<file path="src/rtl/ms_ctrl_pkg.sv">
// Shared types for the Music/Speech cartridge bus controller: FSM states and
// YM2149 {BDIR,BC} bus-mode encodings.
package ms_ctrl_pkg;

  typedef enum logic [2:0] {
    P_IDLE  = 3'd0,
    P_LATCH = 3'd1,
    P_GAP1  = 3'd2,
    P_WRITE = 3'd3,
    P_GAP2  = 3'd4
  } psg_state_t;

  typedef enum logic [1:0] {
    S_IDLE = 2'd0,
    S_TRIG = 2'd1,
    S_WAIT = 2'd2
  } spk_state_t;

  localparam logic [1:0] BUS_INACT = 2'b00;
  localparam logic [1:0] BUS_LATCH = 2'b11;
  localparam logic [1:0] BUS_WRITE = 2'b10;

  function automatic logic [1:0] bus_mode(input psg_state_t s);
    case (s)
      P_LATCH: bus_mode = BUS_LATCH;
      P_WRITE: bus_mode = BUS_WRITE;
      default: bus_mode = BUS_INACT;
    endcase
  endfunction

endpackage

</file>
<file path="src/rtl/ms_allo_fifo.sv">
// Allophone queue: DEPTH-entry ring with MS_ALLO_FIFO_EN, else one holding register.
// Caller only pushes when accepted (!full || pop) and only pops when non-empty.
module ms_allo_fifo #(
  parameter int DW    = 6,
  parameter int DEPTH = 4
) (
  input  logic                     clk,
  input  logic                     reset_n,
  input  logic                     clr,
  input  logic                     push,
  input  logic                     pop,
  input  logic [DW-1:0]            din,
  output logic [DW-1:0]            dout,
  output logic                     full,
  output logic                     empty,
  output logic [$clog2(DEPTH):0]   count
);

  localparam int CW = $clog2(DEPTH) + 1;

`ifdef MS_ALLO_FIFO_EN
  localparam int AW = (DEPTH > 1) ? $clog2(DEPTH) : 1;

  logic [DW-1:0] mem [DEPTH];
  logic [AW-1:0] wr_ptr;
  logic [AW-1:0] rd_ptr;
  logic [CW-1:0] cnt;

  always_ff @(negedge clk) begin
    if (push) mem[wr_ptr] <= din;
  end

  always_ff @(negedge clk or negedge reset_n) begin
    if (!reset_n) begin
      wr_ptr <= '0;
      rd_ptr <= '0;
      cnt    <= '0;
    end else if (clr) begin
      wr_ptr <= '0;
      rd_ptr <= '0;
      cnt    <= '0;
    end else begin
      if (push) wr_ptr <= (wr_ptr == AW'(DEPTH - 1)) ? '0 : wr_ptr + 1'b1;
      if (pop)  rd_ptr <= (rd_ptr == AW'(DEPTH - 1)) ? '0 : rd_ptr + 1'b1;
      cnt <= cnt + CW'(push) - CW'(pop);
    end
  end

  assign dout  = mem[rd_ptr];
  assign full  = (cnt == CW'(DEPTH));
  assign empty = (cnt == '0);
  assign count = cnt;
`else
  logic [DW-1:0] hold;
  logic          vld;

  // A push alongside a pop simply replaces the entry being handed out.
  always_ff @(negedge clk or negedge reset_n) begin
    if (!reset_n) begin
      hold <= '0;
      vld  <= 1'b0;
    end else if (clr) begin
      hold <= '0;
      vld  <= 1'b0;
    end else if (push) begin
      hold <= din;
      vld  <= 1'b1;
    end else if (pop) begin
      vld  <= 1'b0;
    end
  end

  assign dout  = hold;
  assign full  = vld;
  assign empty = !vld;
  assign count = CW'(vld);
`endif

endmodule

</file>
<file path="src/rtl/ms_sound_bus_ctrl.sv">
// Music/Speech sequencer: phased YM2149 writes on PSG_CE and SP0256 allophone hand-off.
// Queue depth selected by MS_ALLO_FIFO_EN (undefined: single holding register).
module ms_sound_bus_ctrl
  import ms_ctrl_pkg::*;
#(
  parameter int HOLD_TICKS   = 2,
  parameter int ALLO_DEPTH   = 4,
  parameter int TRIG_TIMEOUT = 8
) (
  input  logic       CLK,
  input  logic       RESET_N,
  input  logic       SOFT_RST,
  input  logic       CLK_EN,
  input  logic       PSG_CE,
  input  logic       PSG_REQ,
  input  logic [3:0] PSG_ADDR,
  input  logic [7:0] PSG_DATA,
  input  logic       SPK_REQ,
  input  logic [5:0] SPK_ALLO,
  input  logic       SP_INPUT_RDY,
  output logic       YM_BDIR,
  output logic       YM_BC,
  output logic [7:0] YM_DATA,
  output logic [5:0] SP_ALLO,
  output logic       SP_TRIG,
  output logic       MUSIC_STATUS,
  output logic       SPEECH_STATUS,
  output logic       PSG_OVR
);

  localparam int TW = $clog2(TRIG_TIMEOUT + 1);
  localparam int CW = $clog2(ALLO_DEPTH) + 1;

  psg_state_t    p_state, p_next;
  logic [3:0]    tick_cnt, tick_nxt;
  logic [7:0]    data_q;
  logic          psg_acc;
  logic          psg_take;

  spk_state_t    s_state, s_next;
  logic [TW-1:0] wait_cnt, wait_nxt;
  logic          spk_pop;
  logic          spk_push;
  logic [5:0]    fifo_dout;
  logic          fifo_full;
  logic          fifo_empty;
  logic [CW-1:0] fifo_cnt;

  assign psg_acc  = CLK_EN && PSG_REQ;
  assign psg_take = (p_state == P_IDLE) && psg_acc;

  always_comb begin
    p_next   = p_state;
    tick_nxt = tick_cnt;
    case (p_state)
      P_IDLE: begin
        if (psg_acc) begin
          p_next   = P_LATCH;
          tick_nxt = '0;
        end
      end
      P_LATCH, P_WRITE: begin
        if (PSG_CE) begin
          if (tick_cnt == 4'(HOLD_TICKS - 1)) begin
            p_next   = (p_state == P_LATCH) ? P_GAP1 : P_GAP2;
            tick_nxt = '0;
          end else begin
            tick_nxt = tick_cnt + 4'd1;
          end
        end
      end
      P_GAP1:  if (PSG_CE) p_next = P_WRITE;
      P_GAP2:  if (PSG_CE) p_next = P_IDLE;
      default: p_next = P_IDLE;
    endcase
  end

  // Bus pins follow the next state so they change on the same edge as the FSM.
  always_ff @(negedge CLK or negedge RESET_N) begin
    if (!RESET_N) begin
      p_state          <= P_IDLE;
      tick_cnt         <= '0;
      data_q           <= '0;
      {YM_BDIR, YM_BC} <= BUS_INACT;
      YM_DATA          <= '0;
      PSG_OVR          <= 1'b0;
    end else if (SOFT_RST) begin
      p_state          <= P_IDLE;
      tick_cnt         <= '0;
      data_q           <= '0;
      {YM_BDIR, YM_BC} <= BUS_INACT;
      YM_DATA          <= '0;
      PSG_OVR          <= 1'b0;
    end else begin
      p_state          <= p_next;
      tick_cnt         <= tick_nxt;
      {YM_BDIR, YM_BC} <= bus_mode(p_next);
      if (psg_take) begin
        data_q  <= PSG_DATA;
        YM_DATA <= {4'h0, PSG_ADDR};
      end else if (p_state == P_GAP1 && p_next == P_WRITE) begin
        YM_DATA <= data_q;
      end
      if (p_state != P_IDLE && psg_acc) PSG_OVR <= 1'b1;
    end
  end

  assign MUSIC_STATUS = (p_state != P_IDLE);

  assign spk_pop  = (s_state == S_IDLE) && !fifo_empty && SP_INPUT_RDY;
  assign spk_push = CLK_EN && SPK_REQ && (!fifo_full || spk_pop);

  ms_allo_fifo #(
    .DW    (6),
    .DEPTH (ALLO_DEPTH)
  ) u_allo_fifo (
    .clk     (CLK),
    .reset_n (RESET_N),
    .clr     (SOFT_RST),
    .push    (spk_push),
    .pop     (spk_pop),
    .din     (SPK_ALLO),
    .dout    (fifo_dout),
    .full    (fifo_full),
    .empty   (fifo_empty),
    .count   (fifo_cnt)
  );

  always_comb begin
    s_next   = s_state;
    wait_nxt = wait_cnt;
    case (s_state)
      S_IDLE: if (spk_pop) s_next = S_TRIG;
      S_TRIG: begin
        s_next   = S_WAIT;
        wait_nxt = '0;
      end
      S_WAIT: begin
        // Give the chip a bounded window to acknowledge by dropping INPUT_RDY.
        if (!SP_INPUT_RDY || wait_cnt == TW'(TRIG_TIMEOUT - 1)) s_next = S_IDLE;
        else wait_nxt = wait_cnt + 1'b1;
      end
      default: s_next = S_IDLE;
    endcase
  end

  always_ff @(negedge CLK or negedge RESET_N) begin
    if (!RESET_N) begin
      s_state  <= S_IDLE;
      wait_cnt <= '0;
      SP_ALLO  <= '0;
      SP_TRIG  <= 1'b0;
    end else if (SOFT_RST) begin
      s_state  <= S_IDLE;
      wait_cnt <= '0;
      SP_ALLO  <= '0;
      SP_TRIG  <= 1'b0;
    end else begin
      s_state  <= s_next;
      wait_cnt <= wait_nxt;
      SP_TRIG  <= (s_next == S_TRIG);
      if (spk_pop) SP_ALLO <= fifo_dout;
    end
  end

  assign SPEECH_STATUS = (fifo_cnt != '0) || (s_state != S_IDLE) || !SP_INPUT_RDY;

endmodule

</file>
<file path="config.mk">
export PLATFORM = sky130hd
export DESIGN_NAME = ms_sound_bus_ctrl
export DESIGN_NICKNAME = d
export VERILOG_FILES = /design/src/rtl/ms_ctrl_pkg.sv /design/src/rtl/ms_allo_fifo.sv /design/src/rtl/ms_sound_bus_ctrl.sv
export SDC_FILE = /design/constraint.sdc
export NUM_CORES = 1
export LEC_CHECK = 0
export ABC_AREA = 1
export BUFFER_PORTS_ARGS = -buffer_cell sky130_fd_sc_hd__buf_2
export CORE_MARGIN = 1.5
export CORE_UTILIZATION = 30
export CTS_CLUSTER_DIAMETER = 100
export DETAILED_ROUTE_END_ITERATION = 6
export REMOVE_ABC_BUFFERS = 1
export SLEW_MARGIN = 5
export SYNTH_ARGS = -nofsm -noshare
export SYNTH_HDL_FRONTEND = slang
export SYNTH_SLANG_ARGS = --single-unit
</file>
<file path="constraint.sdc">
create_clock -name CLK -period 1.1 [get_ports CLK]
set_input_delay 0.165 -clock CLK [delete_from_list [all_inputs] [get_ports CLK]]
set_output_delay 0.165 -clock CLK [all_outputs]
set_load 0.02 [all_outputs]
</file>
==> impl_results.md, run 1 <==
* Run status: finished, violations left
* Violated checks: negative setup slack
* Reg clk slew, reported paths at 60 ps
* Most frequent cells after synthesis: nand2_1 (88), dfrtn_1 (46), nand3_1 (38)
* Post-synthesis sequential area ratio at 0.5281
* # fillers at 672
* Total die area at 7785 sq um
* Die Span Y at between 80 and 90 um
* WL/cell at between 10 and 15 um
* Mapped Cells at around 260
* Cell Area, Synth at 2180 sq um
* Max_slew headroom at 0.8202
* Register-to-Register Path Depth at 10
* WL final at 5.672 mm
* Yosys cell types at 24
* Initial antenna violation count at 0
* Clock skew at 9.745 ps
* P_leak at between 1.5 and 2 nW
* Count leader, synth: nand2_1
* Critical Path RT at 940 ps
* Max VDD drop at 0.7405 mV
* Final nets at 402
* Final hold vios at 0
* Switching power at 0.001026 W
* Initial DRC Count at 74
* DR DRC count at 0
* Crit path kind: reg -> out
* Total power at 0.003586 W
* Remaining global-route overflow at 0
* CP Launch Type: flip-flop
* Sequential power share at 0.505
* Port Buffer Count at 45
* Synth async-reset ratio at 1.000
* Unrepaired setup endpoints after global routing: true
* Final Slew Violations at 0
* Sw Share at 0.2862
* Antenna cells at 0
* Hpwl dp at 3.770 mm
* Pwr per Cell Area at approximately 990 nW/um^2
* Post-DRT Antenna Nets at 0
* Largest net degree at the start of global routing at 47
* Final Setup Violations at 63
* Avg Cell Area, Syn at 8.547 sq um
* Synth Warn # at 0
* Comb power frac at 0.195
* Drt pass-1 iters at 4
* Post-Layout Cell Count at 470
* Leading cell types by total area after synthesis: dfrtn_1 (53%), nand2_1 (15%), nand3_1 (8.7%)
* Core box area at about 6900 sq um
* Die Width at 88.24 um
* Mean number of vias per cell at 4.415
* EDFF count, synth at 0
* Global-route wire length before repair at 9.411 mm
* CTS Buffer Depth at 2
* Final GP Congestion at 0.8360
* Cell taking the most area after synthesis: dfrtn_1
* Clk_lat worst skew at 300 ps
* Row cnt at 30
* Internal power at about 0.0026 W
* Number of global-route vias before repair at 2,161
* GRT Overall Usage at 0.1541
* Max H-tree Level at 2
* Post-route setup slack at -760.7 ps
* Routed vias at just over 2,000
* Root buf cell: clkbuf_8
* DP Area at 2868 sq um
* Dpl ws at -549.5 ps
* Top-area cell type share of the netlist area at 0.5281
* CTS Buf Count at 5
* Register bit count reported by yosys at 46
* Clock power share at 0.300
* Top_reg_cell synth: dfrtn_1
* Placed Cells at 439
* Hold WC Path Type: in -> async
* Initial Util at 0.3156
* Critical path capture point type: output pin
* Critical path arrival at 1700 ps
* Worst-path fanout max at 2
* CTS tree: yes
* Maxcap violations at 0
* IO Pins at between 40 and 50
* Clock Sinks at 46
* Synth-to-layout area growth at 65.73%
* Fraction of layout cells with a size suffix above 1 at 0.5187
* Worst Tran Pin Value at 268.7 ps
* Design area at 3612 sq um
==> what timing repair did <==
item                                    in CTS  in global routing
endpoints found under the setup margin      64                 64
buffers inserted                            20                 14
hold buffers                                 0                  0
hold endpoints to repair                     0                  0
gates resized for setup                     95                 50
pin swaps                                   27                 21
cloned                                       1                  0
==> layout by cell type, fill, tap and decap left out, drive strengths merged <==
cell type | synthesis | layout
inv | 23 | 24
nor3 | 2 | 2
or2 | 3 | 3
clkbuf | 1 | 5
a21oi | 3 | 3
clkinvlp | 0 | 2
xnor2 | 1 | 1
ha | 3 | 3
nand3 | 42 | 42
nand3b | 1 | 1
nand4 | 12 | 12
xor2 | 1 | 1
dfrtn | 46 | 46
o21ai | 9 | 9
nor2 | 15 | 15
nand2 | 89 | 90
buf | 4 | 115
==> worst paths after layout <==
| kind | startpoint | to | slack [ps] |
|---|---|---|---|
| hold / removal | RESET_N | p_state[1] | 260 |
| setup reg to reg | p_state[0] | YM_DATA[2] | -500 |
| min in group CLK | u_allo_fifo.dout[0] | SP_ALLO[0] | 420 |
| max in group asynchronous | RESET_N | s_state[0] | 570 |
| hold reg to reg | u_allo_fifo.dout[0] | SP_ALLO[0] | 420 |
| setup / recovery | s_state[0] | SPEECH_STATUS | -760 |
==> per-stage QoR <==
stage | util | TNS, ps | hold WS (ps)
2_1_floorplan | - | -14940 | 310.8
3_3_place_gp | 0.4152 | -24330 | 413.1
3_5_place_dp | 0.4152 | -24870 | 414.6
4_1_cts | 0.4861 | -15830 | 283.0
5_1_grt | 0.5230 | -22580 | 288.8
6_report | 0.5230 | -18960 | 261.1
==> worst max-delay path: stages (launching register included) <==
cell and delay, ps:
dfrtn_1 370, inv_2 70, nand3_2 60, or2_4 230, buf_6 130
==> flip-flops by register name, indices dropped and copies added (netlist names) <==
register and count:
s_state 2, SP_ALLO 6, tick_cnt 4, wait_cnt 4, u_allo_fifo.dout 6, YM_BC 1, PSG_OVR 1, data_q 8
SP_TRIG 1, p_state 3, u_allo_fifo.full 1, YM_BDIR 1, YM_DATA 8
==> layout make-up <==
type	instances	area, sq um	area share
inverter	23	103.9	0.02875
timing repair buffer	115	975.9	0.2702
multi-input combinational	182	1169	0.3235
clock buffer	5	68.82	0.01905
clock inverter	3	23.77	0.006581
tap	96	120.1	0.03325
sequential	46	1151	0.3187
==> logic make-up after synthesis <==
group                    count (synthesis)  synth area share
AO/OA/AOI/OAI                           12           0.02755
adder cells (fa/ha/maj)                  3           0.01722
flip-flops                              46            0.5281
AND/OR/NAND/NOR                        164            0.3599
buffers and inverters                   28           0.05912
XOR/XNOR                                 2          0.008038
==> layer usage <==
| layer | up-vias | part of all wire | GRT usage |
|---|---|---|---|
| li1 | 1063 | - | - |
| met1 | 981 | 0.42 | 0.1879 |
| met2 | 29 | 0.54 | 0.2838 |
| met3 | 2 | 0.030 | 0.03265 |
| met4 | 0 | 0.0025 | 0.02557 |
| met5 | - | 0 | 0 |
==> power groups by stage <==
stage | Clock (W) | Sequential [W] | Combinational, W
2_1_floorplan | 0 | 0.00186 | 0.000188
3_3_place_gp | 0 | 0.00183 | 0.000489
3_5_place_dp | 0 | 0.00183 | 0.000496
4_1_cts | 0.00111 | 0.00181 | 0.000620
5_1_grt | 0.00117 | 0.00182 | 0.000766
6_report | 0.00107 | 0.00181 | 0.000700
(Power assumes the default switching activity.)
==> inputs of run 2 (changes only) <==
- CORE_ASPECT_RATIO: unset -> 1.5
==> run 2 against run 1 <==
  * The run still ends with negative setup slack left
  * Register-to-register slack improved by 270 ps
  * Via count grew 3.2%
  * Sequential power barely moved
  * Cell count down 3.6%
  * Core utilization shrank 0.53 points
  * Die area rose by 0.14%
==> impl_results.md, run 2 (synthesized netlist as in run 1, its figures left out) <==
* Routed vias at 2,141
* CTS Buf Count at 5
* Max H-tree Level at 2
* Flop2flop setup slack at -230 ps
* Commonest non-fill, non-tap cell in the layout: nand2_1
* Worst r2r src: p_state[2]
* Final GP Congestion at 0.7945
* Total die area at 7796 sq um
* Number of global-route vias before repair at 2,093
* Critical path origin: s_state[0]
* Initial Util at 0.3139
* Global-route wire length before repair at 9.128 mm
* Hpwl dp at 3.809 mm
* CTS tree: yes
* Violated checks: negative setup slack
* Register-to-Register Path Depth at 7
* Maxcap violations at 0
* Hold_ws at ~270 ps
* Die Width at 72.60 um
* Regs by FF count: YM_DATA x8, data_q x8
* Mean number of vias per cell at ~4.7
* Post-route setup slack at -770.6 ps
* Final Setup Violations at 61
* Initial antenna violation count at 0
* Root buf cell: clkbuf_8
* Final Slew Violations at 0
* Initial DRC Count at 108
* Max VDD drop at 0.6745 mV
* GRT Overall Usage at 0.1490
* Commonest cells after routing, fill and taps aside: nand2_1 (70), buf_4 (56), dfrtn_1 (46)
* CP Launch Type: flip-flop
* Hold buffer count at CTS at 0
* Largest net degree at the start of global routing at 47
* End of the critical path: SPEECH_STATUS
* Port Buffer Count at 45
* Critical path capture point type: output pin
* Worst-path fanout max at 2
* Synth-to-layout area growth at 64.93%
* Unrepaired setup endpoints after global routing: true
* Crit path kind: reg -> out
* Run status: finished, violations left
* Max_slew headroom at 0.8313
* WL final at roughly 5.7 mm
* Remaining global-route overflow at 0
* Worst Tran Pin Value at 252.3 ps
* Critical Path RT at 940 ps
* Antenna cells at 0
* Clk_lat worst skew at just over 300 ps
* Pwr per Cell Area at 1062 nW/um^2
* DP Area at between 2000 and 3000 sq um
* WL/cell at 12.62 um
* CTS Buffer Depth at 2
* Critical path arrival at 1710 ps
* Drt pass-1 iters at 4
* Reg clk slew, reported paths at 60 ps
* Die Span Y at around 110 um
* DR DRC count at 0
* Final hold vios at 0
* Clock Sinks at 46
* Fraction of layout cells with a size suffix above 1 at 0.5147
* Core box area at 6944 sq um
* Design area at 3595 sq um
* Clock skew at 8.947 ps
* IO Pins at 46
* R2R Path End: YM_BC
* Hold WC Path Type: in -> async
* Row cnt at 37
* P_leak at 1.902 nW
* Final nets at roughly 400
* Post-DRT Antenna Nets at 0
## run 2: power breakdown
group	leakage (nW)	total, W	internal, W	switching (W)
Combinational	1.22	0.000697	0.000334	0.000363
Clock	0.0585	0.00131	0.000682	0.000626
Sequential	0.627	0.00181	0.00177	0.0000400
Total	1.90	0.00382	0.00279	0.00103
## run 2: timing repair
action | in CTS | in global routing
pin swaps | 19 | 33
gates resized for setup | 94 | 50
setup buffers | 14 | 16
gates cloned | 1 | 0
endpoints found under the setup margin | 63 | 63
## run 2: per-stage QoR
step,setup slack (ps),instances,setup TNS [ps],total power [W],utilization
floorplan,-472.9,250,-14940,0.002050,-
global placement,-513.0,421,-23900,0.002312,0.4079
detailed placement,-538.5,421,-24740,0.002322,0.4079
CTS,-755.3,442,-15910,0.003756,0.4795
global route,-818.7,453,-18080,0.003963,0.5177
finish,-770.6,453,-14640,0.003816,0.5177
## run 2: worst min-delay path by stage
stage | startpoint | slack [ps] | cells after the start | to
finish | RESET_N | 270 | 2 | wait_cnt[2]
global route | RESET_N | 280 | 2 | tick_cnt[3]
CTS | RESET_N | 280 | 2 | SP_ALLO[2]
detailed placement | YM_DATA[5] | 420 | 2 | YM_DATA[5]
global placement | u_allo_fifo.dout[5] | 410 | 2 | SP_ALLO[5]
floorplan | RESET_N | 310 | 0 | PSG_OVR
## run 2: worst max-delay path, stage by stage, from the launching register on
cell and delay, ps:
dfrtn_1 360, inv_2 70, nand3_2 60, or2_4 230
buf_6 130
## run 2: final cells by class
type,instances,area [sq um]
Timing Repair Buffer,116,977.2
Multi-Input combinational cell,182,1150
Clock inverter,3,43.79
Sequential cell,46,1151
Inverter,23,106.4
Fill cell,638,3349
Clock buffer,5,68.82
Tap cell,78,97.59
## run 2: routing by layer
| metal | share of wire | wire [um] | GRT usage |
|---|---|---|---|
| met5 | 0 | 0 | 0 |
| met4 | 0.024 | 139 | 0.06873 |
| met3 | 0.050 | 285 | 0.03558 |
| met2 | 0.53 | 3020 | 0.2641 |
| met1 | 0.40 | 2269 | 0.1641 |
